==> config.mk <==
export PLATFORM = sky130hd
export DESIGN_NAME = btn_conditioner_flat
export DESIGN_NICKNAME = d
export VERILOG_FILES = /design/src/rtl/btn_conditioner_if.sv /design/src/rtl/btn_conditioner.sv /design/src/flat_wrapper.sv
export SDC_FILE = /design/constraint.sdc
export NUM_CORES = 1
export LEC_CHECK = 0
export BUFFER_PORTS_ARGS = -buffer_cell sky130_fd_sc_hd__buf_2
export CAP_MARGIN = 10
export CORE_MARGIN = 5
export CORE_UTILIZATION = 45
export CTS_CLUSTER_SIZE = 12
export DETAILED_ROUTE_END_ITERATION = 8
export GPL_TIMING_DRIVEN = 0
export SLEW_MARGIN = 20
export SYNTH_ARGS = -nofsm -noshare
export SYNTH_HDL_FRONTEND = slang
export SYNTH_SLANG_ARGS = --single-unit
==> constraint.sdc <==
create_clock -name clk -period 2.6 [get_ports clk]
set_input_delay 0.26 -clock clk [delete_from_list [all_inputs] [get_ports clk]]
set_output_delay 0.26 -clock clk [all_outputs]
set_load 0.005 [all_outputs]
==> src/rtl/btn_conditioner_if.sv <==
// Button conditioner bus: raw buttons and repeat enables in, conditioned levels and pulses out.
interface btn_conditioner_if #(
   parameter int CHANNELS = 4
);
   logic [CHANNELS-1:0] i_btn_in;
   logic [CHANNELS-1:0] i_repeat_en;
   logic [CHANNELS-1:0] o_level;
   logic [CHANNELS-1:0] o_press;
   logic [CHANNELS-1:0] o_release;
   logic [CHANNELS-1:0] o_long_press;
   logic [CHANNELS-1:0] o_repeat;

   modport master (
      output i_btn_in, i_repeat_en,
      input  o_level, o_press, o_release, o_long_press, o_repeat
   );

   modport slave (
      input  i_btn_in, i_repeat_en,
      output o_level, o_press, o_release, o_long_press, o_repeat
   );
endinterface

==> src/rtl/btn_conditioner.sv <==
// Multi-channel push-button front end: synchroniser, counter debouncer, press/release edges,
// and a hold FSM producing a single long-press pulse followed by an optional auto-repeat train.
module btn_conditioner #(
   parameter int CHANNELS        = 4,
   parameter int DEBOUNCE_CYCLES = 1000000,
   parameter int LONG_CYCLES     = 50000000,
   parameter int REPEAT_CYCLES   = 10000000
) (
   input logic              clk,
   input logic              rst,
   btn_conditioner_if.slave bus
);
   localparam int DEB_W    = $clog2(DEBOUNCE_CYCLES + 1);
   localparam int HOLD_MAX = (LONG_CYCLES > REPEAT_CYCLES) ? LONG_CYCLES : REPEAT_CYCLES;
   localparam int HOLD_W   = $clog2(HOLD_MAX + 1);

   // Level flips on the edge that sees DEBOUNCE_CYCLES already counted: D+2 cycles end to end.
   localparam logic [DEB_W-1:0]  DEB_TERM  = DEB_W'(DEBOUNCE_CYCLES);
   localparam logic [HOLD_W-1:0] LONG_TERM = HOLD_W'(LONG_CYCLES - 1);
   localparam logic [HOLD_W-1:0] RPT_TERM  = HOLD_W'(REPEAT_CYCLES - 1);

   typedef enum logic [1:0] {ST_IDLE, ST_HELD, ST_LONG, ST_REPEAT} hold_state_t;

   logic [CHANNELS-1:0] w_level;
   logic [CHANNELS-1:0] w_press;
   logic [CHANNELS-1:0] w_release;
   logic [CHANNELS-1:0] w_long;
   logic [CHANNELS-1:0] w_repeat;

   for (genvar g = 0; g < CHANNELS; g++) begin : g_ch
      logic              r_s0;
      logic              r_s1;
      logic              r_level;
      logic              r_press;
      logic              r_release;
      logic              r_long;
      logic              r_repeat;
      logic [DEB_W-1:0]  r_deb_cnt;
      logic [HOLD_W-1:0] r_hold_cnt;
      hold_state_t       r_state;
      logic              w_toggle;
      logic              w_fall;

      assign w_toggle = (r_s1 != r_level) && (r_deb_cnt == DEB_TERM);
      assign w_fall   = w_toggle && r_level;

      always_ff @(posedge clk) begin
         if (rst) begin
            r_s0       <= 1'b0;
            r_s1       <= 1'b0;
            r_level    <= 1'b0;
            r_press    <= 1'b0;
            r_release  <= 1'b0;
            r_long     <= 1'b0;
            r_repeat   <= 1'b0;
            r_deb_cnt  <= '0;
            r_hold_cnt <= '0;
            r_state    <= ST_IDLE;
         end else begin
            r_s0      <= bus.i_btn_in[g];
            r_s1      <= r_s0;
            r_press   <= w_toggle && !r_level;
            r_release <= w_fall;
            r_long    <= 1'b0;
            r_repeat  <= 1'b0;

            if (r_s1 == r_level) begin
               r_deb_cnt <= '0;
            end else if (w_toggle) begin
               r_level   <= ~r_level;
               r_deb_cnt <= '0;
            end else begin
               r_deb_cnt <= r_deb_cnt + DEB_W'(1);
            end

            // Release pre-empts the hold FSM on the same edge so no pulse lands in the release cycle.
            if (w_fall) begin
               r_state    <= ST_IDLE;
               r_hold_cnt <= '0;
            end else begin
               case (r_state)
                  ST_IDLE: begin
                     if (r_press) begin
                        r_state    <= ST_HELD;
                        r_hold_cnt <= HOLD_W'(1);
                     end
                  end
                  ST_HELD: begin
                     if (r_hold_cnt == LONG_TERM) begin
                        r_long     <= 1'b1;
                        r_hold_cnt <= '0;
                        r_state    <= ST_LONG;
                     end else begin
                        r_hold_cnt <= r_hold_cnt + HOLD_W'(1);
                     end
                  end
                  ST_LONG: begin
                     r_hold_cnt <= '0;
                     if (bus.i_repeat_en[g]) r_state <= ST_REPEAT;
                  end
                  ST_REPEAT: begin
                     if (!bus.i_repeat_en[g]) begin
                        r_state    <= ST_LONG;
                        r_hold_cnt <= '0;
                     end else if (r_hold_cnt == RPT_TERM) begin
                        r_repeat   <= 1'b1;
                        r_hold_cnt <= '0;
                     end else begin
                        r_hold_cnt <= r_hold_cnt + HOLD_W'(1);
                     end
                  end
                  default: begin
                     r_state    <= ST_IDLE;
                     r_hold_cnt <= '0;
                  end
               endcase
            end
         end
      end

      assign w_level[g]   = r_level;
      assign w_press[g]   = r_press;
      assign w_release[g] = r_release;
      assign w_long[g]    = r_long;
      assign w_repeat[g]  = r_repeat;
   end

   assign bus.o_level      = w_level;
   assign bus.o_press      = w_press;
   assign bus.o_release    = w_release;
   assign bus.o_long_press = w_long;
   assign bus.o_repeat     = w_repeat;
endmodule
==> src/flat_wrapper.sv <==
// flat-port wrapper written by rule: the top's interface ports become plain ports
module btn_conditioner_flat 
#(
   parameter int CHANNELS        = 4,
   parameter int DEBOUNCE_CYCLES = 1000000,
   parameter int LONG_CYCLES     = 50000000,
   parameter int REPEAT_CYCLES   = 10000000
)
  (clk, rst, bus_i_btn_in, bus_i_repeat_en, bus_o_level, bus_o_press, bus_o_release, bus_o_long_press, bus_o_repeat);
  btn_conditioner_if #(.CHANNELS(CHANNELS)) bus_i ();
  input logic clk;
  input logic rst;
  input wire logic [$bits(bus_i.i_btn_in)-1:0] bus_i_btn_in;
  input wire logic [$bits(bus_i.i_repeat_en)-1:0] bus_i_repeat_en;
  output wire logic [$bits(bus_i.o_level)-1:0] bus_o_level;
  output wire logic [$bits(bus_i.o_press)-1:0] bus_o_press;
  output wire logic [$bits(bus_i.o_release)-1:0] bus_o_release;
  output wire logic [$bits(bus_i.o_long_press)-1:0] bus_o_long_press;
  output wire logic [$bits(bus_i.o_repeat)-1:0] bus_o_repeat;
  assign bus_i.i_btn_in = bus_i_btn_in;
  assign bus_i.i_repeat_en = bus_i_repeat_en;
  assign bus_o_level = bus_i.o_level;
  assign bus_o_press = bus_i.o_press;
  assign bus_o_release = bus_i.o_release;
  assign bus_o_long_press = bus_i.o_long_press;
  assign bus_o_repeat = bus_i.o_repeat;
  btn_conditioner #(.CHANNELS(CHANNELS), .DEBOUNCE_CYCLES(DEBOUNCE_CYCLES), .LONG_CYCLES(LONG_CYCLES), .REPEAT_CYCLES(REPEAT_CYCLES)) u_core (.clk(clk), .rst(rst), .bus(bus_i));
endmodule
======== After elaboration in Yosys (flattened, before gate mapping) ========
Index checks and enable logic that the tools add are counted.
word-level totals
  register bits after elaboration ......... 220
  logic and storage cells ................. 208
  input port bits ......................... 10
  output and inout bits ................... 20
operators by class
  add/sub/neg operators ................... 8
  multiplexer cells ....................... 48
  equal/unequal tests ..................... 48
  reduce and logical (&&, ||, !) cells .... 44
  bitwise gates (word level) .............. 20
operators with widths
  kind                                              count
  2-to-1 mux 26 bit                                 16
  case mux 26 bit (4 select lines)                  4
  adder 26 x 1 -> 26 bit (second input constant)    4
  == test 26 x 24 -> 1 bit (second input constant)  4
  == test 26 bit (second input constant)            4
  adder 20 x 1 -> 20 bit (second input constant)    4
  == test 20 bit (second input constant)            4
  2-to-1 mux 2 bit                                  16
  case mux 2 bit (4 select lines)                   4
  OR reduction 3 bit                                8
  NOT 1 bit                                         20
  == test 2 bit (second input constant)             8
  != test 2 x 1 -> 1 bit (second input constant)    8
  != test 2 bit (second input constant)             8
  AND reduction 4 bit                               4
  OR reduction 4 bit                                4
  logical AND 1 bit                                 12
  == test 2 x 1 -> 1 bit (second input constant)    4
  logical NOT 2 bit                                 4
  2-to-1 mux 1 bit                                  8
  AND reduction 2 bit                               4
  OR reduction 2 bit                                4
  == test 1 bit                                     4
  logical NOT 1 bit                                 4
  != test 1 bit                                     4

======== Logic depth before layout (Yosys ltp) ========
Gate-level depths: netlist of the first run.
  word-level depth ........................ 4
  depth in mapped cells ................... 11
  gate-level depth less buffers ........... 8

======== Least setup slack after synthesis of the first run ========
OpenSTA, ideal clock, no wires.
  path type ............................... reg-to-reg
  start ................................... register u_core.g_ch[3].r_deb_cnt[0]
  end ..................................... register u_core.g_ch[3].r_hold_cnt[24]
  buffers on the path ..................... 2
  data required time ...................... 2478 ps
  library setup time ...................... 122 ps
  cell stages (with the launch flop) ...... 11
  path slack .............................. 350 ps
  arrival time ............................ 2128 ps
  period minus slack after synthesis ...... 2250 ps
  cell sequence ........................... dfxtp_1 inv_1 ha_1 or4b_1 nor4_4 a21o_1 buf_4 a21oi_4 buf_6 and3_1 a221o_1
between the ends
  longest elaborated chain between the ends .. 4
RTL lines
  what                                 line                    source
  start: declaration                   btn_conditioner.sv:38   logic [DEB_W-1:0] r_deb_cnt;
  start signal: assignment             btn_conditioner.sv:73   r_deb_cnt <= r_deb_cnt + DEB_W'(1);
  == test 20 bit                       btn_conditioner.sv:44   assign w_toggle = (r_s1 != r_level) && (r_deb_cnt == DEB_TERM);
  logical AND 1 bit                    btn_conditioner.sv:44
  logical AND 1 bit                    btn_conditioner.sv:45   assign w_fall = w_toggle && r_level;
  OR reduction 2 bit (no source line)  -
  end signal: assignment               btn_conditioner.sv:94   r_hold_cnt <= r_hold_cnt + HOLD_W'(1);
  end signal: assignment               btn_conditioner.sv:109  r_hold_cnt <= r_hold_cnt + HOLD_W'(1);
  end: declaration                     btn_conditioner.sv:39   logic [HOLD_W-1:0] r_hold_cnt;
Every way passes these cells.
A chain may end at the register's enable or synchronous reset.

======== Worst setup path in the final report of the first run ========
  start ................................... register u_core.g_ch[2].r_hold_cnt[16]
  end ..................................... register u_core.g_ch[2].r_hold_cnt[2]
between the ends
  longest elaborated chain between the ends .. 4
  elaborated cells on any way between the ends .. 6
  those cells by class .................... eq/ne (2); mux (4)
RTL lines
  what                                line                    source
  start: declaration                  btn_conditioner.sv:39
  start signal: assignment            btn_conditioner.sv:94
  start signal: assignment            btn_conditioner.sv:109
  == test 26 x 24 -> 1 bit            btn_conditioner.sv:105  end else if (r_hold_cnt == RPT_TERM) begin
  2-to-1 mux 26 bit                   btn_conditioner.sv:105
  2-to-1 mux 26 bit                   btn_conditioner.sv:102  if (!bus.i_repeat_en[g]) begin
  case mux 26 bit (4 select lines) *  btn_conditioner.sv:81   case (r_state)
Mark *: on every way between the ends. The rest lies on a longest branch, timed or not.

==> results of run 1 <==
path summary, 6_finish.rpt:
check                                                                 end  depth (start not counted)
worst min-delay path                       u_core.g_ch[3].r_s0$_SDFF_PP0_                          2
worst max-delay path            u_core.g_ch[2].r_hold_cnt[2]$_SDFFE_PP0P_                          8
worst min register to register             u_core.g_ch[1].r_s1$_SDFF_PP0_                          1
worst max register to register  u_core.g_ch[2].r_hold_cnt[2]$_SDFFE_PP0P_                          8
cell families (layout without fill, tap and decap cells):
| kind of cell | count (synthesis) | count (layout) | synth area share |
|---|---|---|---|
| AOI/OAI and AO/OA | 168 | 168 | 0.111 |
| xor gates and xnor gates | 103 | 103 | 0.0839 |
| adders and majority gates | 16 | 16 | 0.0186 |
| buffers and inverters | 93 | 173 | 0.0422 |
| DFF | 220 | 220 | 0.410 |
| muxes | 4 | 4 | 0.00372 |
| and+or+nand+nor | 684 | 684 | 0.330 |
worst reg2reg max path: stages (launching register included):
cell	delay (ns)
dfxtp_1	0.38
or4_1	0.59
nor4_4	0.31
a41o_1	0.25
a21oi_1	0.14
buf_2	0.21
buf_2	0.21
a21oi_1	0.17
mux2i_1	0.09
cells in the final DEF (no fill, tap or decap), types with 5 or more instances in the layout:
master / netlist / final
clkbuf_2: 0 / 5
a21oi_1: 36 / 36
o311ai_1: 9 / 9
xor2_1: 62 / 62
nor4bb_1: 7 / 7
a22oi_1: 7 / 7
and3_1: 51 / 51
dlygate4sd3_1: 0 / 6
clkbuf_1: 29 / 23
nand3b_1: 6 / 6
nand4_1: 51 / 51
nor2b_1: 16 / 16
xnor2_1: 41 / 41
o21ai_0: 34 / 34
nor4_1: 13 / 12
nor3b_1: 5 / 5
clkbuf_16: 0 / 25
a21o_1: 13 / 13
buf_4: 22 / 25
buf_2: 12 / 42
ha_1: 16 / 16
nor2_1: 174 / 174
a31oi_1: 9 / 9
nor3_1: 34 / 34
and2_1: 7 / 7
or4_1: 5 / 5
a22o_1: 10 / 10
clkbuf_8: 0 / 10
inv_1: 29 / 29
a221o_1: 17 / 17
and4_1: 17 / 17
nand3_1: 92 / 92
dfxtp_1: 220 / 219
nand2_1: 143 / 143
nor4b_1: 9 / 9
nand2b_1: 8 / 8
or3_1: 18 / 18
clkinv_2: 0 / 5
where the power goes:
| group | switching [mW] | total [mW] | internal (mW) |
|---|---|---|---|
| sequential | 0.00512 | 3.38 | 3.38 |
| clock | 1.36 | 3.59 | 2.22 |
| combinational | 0.0725 | 0.110 | 0.0371 |
| total | 1.44 | 7.08 | 5.64 |
state kept, by name, summed over array words and instances, names as in the netlist:
register,cells
u_core.g_ch.r_deb_cnt,80
u_core.g_ch.r_state,8
u_core.g_ch.r_long,4
u_core.g_ch.r_s0,4
u_core.g_ch.r_level,4
u_core.g_ch.r_hold_cnt,104
u_core.g_ch.r_repeat,4
u_core.g_ch.r_release,4
u_core.g_ch.r_s1,4
u_core.g_ch.r_press,4
routing by layer:
layer / vias up / track usage
li1: 4721 / -
met1: 4186 / 0.248
met2: 127 / 0.269
met3: 32 / 0.0222
met4: 0 / 0.0427
met5: - / 0
area by class of cell:
type,instances,area share
multi-input cells,975,0.484
clock inverters,7,0.00692
plain buffers,63,0.0284
repair buffers,38,0.0185
inverters,29,0.00886
clock buffers,36,0.0624
flip-flops and latches,220,0.358
well taps,319,0.0325
timing repair:
item	4_1_cts	5_1_grt
gates resized for setup	0	21
buffers inserted	0	3
hold buffers	6	0
endpoints found under the hold margin	6	0
setup endpoints to repair	0	97
metrics by stage:
stage	instance area [µm²]	total power, mW	utilization
finish	12300	7.08	0.524
global route	12300	7.35	0.524
CTS	12200	7.19	0.520
detailed placement	11300	3.56	0.481
global placement	11300	3.56	0.481
floorplan	10800	3.52	-
==> reports/results.tsv, run 1 <==
metric	value	unit
reg2reg start	u_core.g_ch[2].r_hold_cnt[16]$_SDFFE_PP0P_	
share of layout cells above drive strength 1	0.100	
syn_area_per_cell	8.35	µm²
final worst-path cycle share	0.943	
Synth top area share	0.410	
Syn Std Cell Area	10800	µm²
Slew HR	0.218	
drt first-iter violations	479	
Syn Nets	1314	
DRC viols	0	
Clock Skew	0.00897	ns
All-Layer GR Usage	0.171	
critical path peak fanout	10	
synthesis-stage register bit count	220	
DP HPWL	16200	µm
Fin Hold WS	0.000617	ns
Clock transition at path regs	0.06	ns
Multi-input gate area	5950	µm²
wire length on met3	731	µm
slowest stage cell, crit path	or4_1	
CTS Buf Count	25	
pin count of the biggest net entering global routing	13	
Slew @ Worst Pin	1.16	ns
EDFF count, synth	0	
vias in the first global route	8231	
Top-Level Pins	30	
row count	56	
fin crit period	2.45	ns
# diodes	0	
count of final hold-check violations	0	
Peak Freq	408	MHz
IO buf count	29	
first-pass GRT wire length	39800	µm
crit end category	flip-flop	
Layout fillers	2203	
drt first pass iters	5	
vias per cell	5.37	
top routing layer used	met4	
nets	1378	
CTS Buffer Depth	3	
CTS tree	yes	
Die Y	165	µm
ranking of synthesized cells by area	dfxtp_1 (41%), nor2_1 (6.1%), xor2_1 (5.1%)	
Worst setup startpoint	u_core.g_ch[2].r_hold_cnt[16]$_SDFFE_PP0P_	
total die area	27100	µm²
Leak	4.39	nW
worst path required time	2.99	ns
Min-Delay Path Class	in -> reg	
post-route antenna net violation count	0	
Final WS setup	0.149	ns
Starting Density	0.458	
vias	9066	
WL/cell	13.8	µm
area leader, netlist	dfxtp_1	
hold path start	bus_i_btn_in[3]	
gr ovfl total	0	
final number of setup-violating endpoints	0	
Reg2Reg Setup Slack	0.15	ns
crit-path cells	or4_1 -> nor4_4 -> a41o_1 -> a21oi_1 -> buf_2 -> buf_2 -> a21oi_1 -> mux2i_1	
initial antenna violation count	0	
dpl cells	1636	
met1 wire length	12000	µm
Fin Setup TNS	0	ns
top-count cell post-synth	dfxtp_1	
total area of sequential cells	4410	µm²
sequential element share of the synthesized area	0.410	
pre-CTS WS	0.0333	ns
GPL Wtd Cong	0.842	
critical path class	reg -> reg	
Synth Instances	1288	
final wirelength	23400	µm
Post-synth top cells	dfxtp_1 (220), nor2_1 (174), nand2_1 (143), nand3_1 (92), xor2_1 (62)	
Clk Latency, worst-skew pair	0.51	ns
Non-Filler Instances	1687	
Pwr per Cell Area	576	nW/µm²
clk sinks	220	
Arr. time, crit path	2.84	ns
CTS Root Cell	clkbuf_16	
crit start category	flip-flop	
status	finished clean	
family with the most delay on the worst path	simple AND/OR/NAND/NOR gates	
max incr delay on CP	0.59	ns
Die W	165	µm
MaxCap Viol Count	0	
Final Max Tran Viols	0	
post-synth cell types	72	
Synth Warn #	0	
Max VDD drop	0.395	mV
H-tree levels	1	
core area	23500	µm²
synthesis-to-layout area growth	14.3	%
WP buf/inv	2	
met2 WL	10100	µm
Post-synth ARST share	0	
Synth Flop Type	dfxtp_1	
No activity file was read; power rests on OpenSTA's default activity.
==> run 2: changes to the inputs <==
- RECOVER_POWER: default -> 50
==> run 2 against run 1 <==
  * Critical path depth did not move
  * Sequential share of layout area barely moved
  * Via count fell by 0.13%
  * Final area barely moved
  * Fmax barely moved
  * First-iteration DRC count rose by 13%
  * Sequential power barely moved
  * Combinational power barely moved
  * Clock skew fell by 0.00068 ns
  * Die area did not move
==> reports/results.tsv, run 2 (same netlist as run 1, synthesis figures left out) <==
metric	value	unit	change
most common cell after layout, fill and taps aside	dfxtp_1		
Largest register FFs	104		unchanged
CTS Buf Count	25		unchanged
crit start category	flip-flop		
IO buf count	29		unchanged
reg2reg start	u_core.g_ch[2].r_hold_cnt[16]$_SDFFE_PP0P_		
Peak Freq	408	MHz	about the same
Finished Cell Area	12300	µm²	about the same
final wirelength	23400	µm	about the same
fin crit period	2.45	ns	+0.00211 ns
DP HPWL	16200	µm	unchanged
reg2reg path depth	8		unchanged
pin count of the biggest net entering global routing	13		unchanged
WL/cell	13.9	µm	about the same
# diodes	0		unchanged
status	finished clean		
family with the most delay on the worst path	simple AND/OR/NAND/NOR gates		
final worst-path cycle share	0.944		about the same
Die W	165	µm	unchanged
Top-Level Pins	30		unchanged
total die area	27100	µm²	unchanged
count of final hold-check violations	0		unchanged
core area	23500	µm²	unchanged
crit-path cells	or4_1 -> nor4_4 -> a41o_1 -> a21oi_1 -> buf_2 -> buf_2 -> a21oi_1 -> mux2i_1		
Fin Hold WS	0.000894	ns	+0.000277 ns
DRC viols	0		unchanged
vias per cell	5.37		-0.13%
critical path peak fanout	10		unchanged
WP buf/inv	2		unchanged
MaxCap Viol Count	0		unchanged
dpl cells	1636		unchanged
max incr delay on CP	0.59	ns	about the same
CTS Buffer Depth	3		unchanged
Non-Filler Instances	1687		unchanged
Starting Density	0.458		unchanged
Fin Setup TNS	0	ns	unchanged
most frequent cells in the layout	dfxtp_1 (219), nor2_1 (174), nand2_1 (143)		
Pwr per Cell Area	577	nW/µm²	about the same
clk sinks	220		unchanged
Largest regs	u_core.g_ch.r_hold_cnt x104, u_core.g_ch.r_deb_cnt x80, u_core.g_ch.r_state x8		
first-pass GRT wire length	39800	µm	unchanged
Worst Hold Depth	2		unchanged
vias in the first global route	8231		unchanged
share of layout cells above drive strength 1	0.0950		-0.00512
critical path class	reg -> reg		
final number of setup-violating endpoints	0		unchanged
Worst Hold Endpoint	u_core.g_ch[3].r_s0$_SDFF_PP0_		
gr ovfl total	0		unchanged
H-tree levels	1		unchanged
slowest stage cell, crit path	or4_1		
Leak	4.35	nW	-0.85%
crit end category	flip-flop		
Reg2Reg Setup Slack	0.15	ns	about the same
Arr. time, crit path	2.85	ns	about the same
DP Area	11300	µm²	unchanged
All-Layer GR Usage	0.171		unchanged
GPL Wtd Cong	0.842		unchanged
fin util	0.523		about the same
most flop-heavy register	u_core.g_ch.r_hold_cnt		
synthesis-to-layout area growth	14.2	%	about the same
Clk Latency, worst-skew pair	0.51	ns	about the same
Clock transition at path regs	0.06	ns	about the same
Slew HR	0.213		-0.00531
Final Max Tran Viols	0		unchanged
post-route antenna net violation count	0		unchanged
Die Y	165	µm	unchanged
worst path required time	2.99	ns	about the same
Clock Skew	0.00829	ns	-0.000683 ns
nets	1378		unchanged
vias	9054		-0.13%
Min-Delay Path Class	in -> reg		
CTS Root Cell	clkbuf_16		
CTS tree	yes		
row count	56		unchanged
initial antenna violation count	0		unchanged
Slew @ Worst Pin	1.17	ns	+0.00789 ns
drt first-iter violations	541		+13%
drt first pass iters	5		unchanged
FF-to-FF End	u_core.g_ch[2].r_hold_cnt[2]$_SDFFE_PP0P_		
hold path start	bus_i_btn_in[3]		
Max VDD drop	0.392	mV	-0.83%
Layout fillers	2208		+0.23%
==> run 2: cell count changes in the layout (fill, tap and decap cells not counted) <==
| cell | delta |
|---|---|
| buf_4 | -15 |
| clkbuf_4 | +14 |
| buf_2 | -6 |
| clkbuf_1 | +6 |
| buf_1 | +1 |
==> run 2: final cells by class <==
class                           instances  area, µm²  share of cell area
Tap cell                              319        399              0.0325
Multi-Input combinational cell        975       5950               0.484
Clock inverter                          7       85.1             0.00693
Sequential cell                       220       4410               0.359
Timing Repair Buffer                   38        220              0.0179
Inverter                               29        109             0.00887
Buffer                                 63        345              0.0281
Clock buffer                           36        767              0.0625
==> run 2: how the worst max path moves through the flow <==
stage	start	end	slack [ns]	cells after the start
after floorplan	u_core.g_ch[3].r_deb_cnt[0]$_SDFF_PP0_	u_core.g_ch[3].r_hold_cnt[24]$_SDFFE_PP0P_	0.35	10
after global placement	u_core.g_ch[2].r_deb_cnt[11]$_SDFF_PP0_	u_core.g_ch[2].r_hold_cnt[14]$_SDFFE_PP0P_	0.04	9
after detailed placement	u_core.g_ch[3].r_deb_cnt[0]$_SDFF_PP0_	u_core.g_ch[3].r_hold_cnt[19]$_SDFFE_PP0P_	0.03	8
after CTS	u_core.g_ch[2].r_deb_cnt[14]$_SDFF_PP0_	u_core.g_ch[2].r_hold_cnt[14]$_SDFFE_PP0P_	0.02	9
after global routing	u_core.g_ch[0].r_deb_cnt[14]$_SDFF_PP0_	u_core.g_ch[0].r_hold_cnt[14]$_SDFFE_PP0P_	-0.003	6
final	u_core.g_ch[2].r_hold_cnt[16]$_SDFFE_PP0P_	u_core.g_ch[2].r_hold_cnt[2]$_SDFFE_PP0P_	0.15	8
==> run 2: timing repair <==
action                                  CTS  global route
endpoints found under the setup margin    0            97
setup buffers                             0             3
hold buffers                              6             0
endpoints found under the hold margin     6             0
resized for setup                         0            21
==> run 2: through the flow <==
| stage | setup slack [ns] | power (mW) |
|---|---|---|
| after floorplan | 0.350 | 3.52 |
| after global placement | 0.0441 | 3.56 |
| after detailed placement | 0.0333 | 3.56 |
| after CTS | 0.0200 | 7.19 |
| after global routing | -0.00254 | 7.35 |
| final | 0.146 | 7.08 |
==> run 2: layer usage <==
layer	global-route usage	share of wire
met5	0	0
met1	0.248	0.52
met3	0.0222	0.030
met4	0.0427	0.021
met2	0.269	0.43
==> run 2: where the power goes <==
group,internal [mW],switching [mW]
sequential,3.38,0.00512
combinational,0.0368,0.0725
clock,2.22,1.36
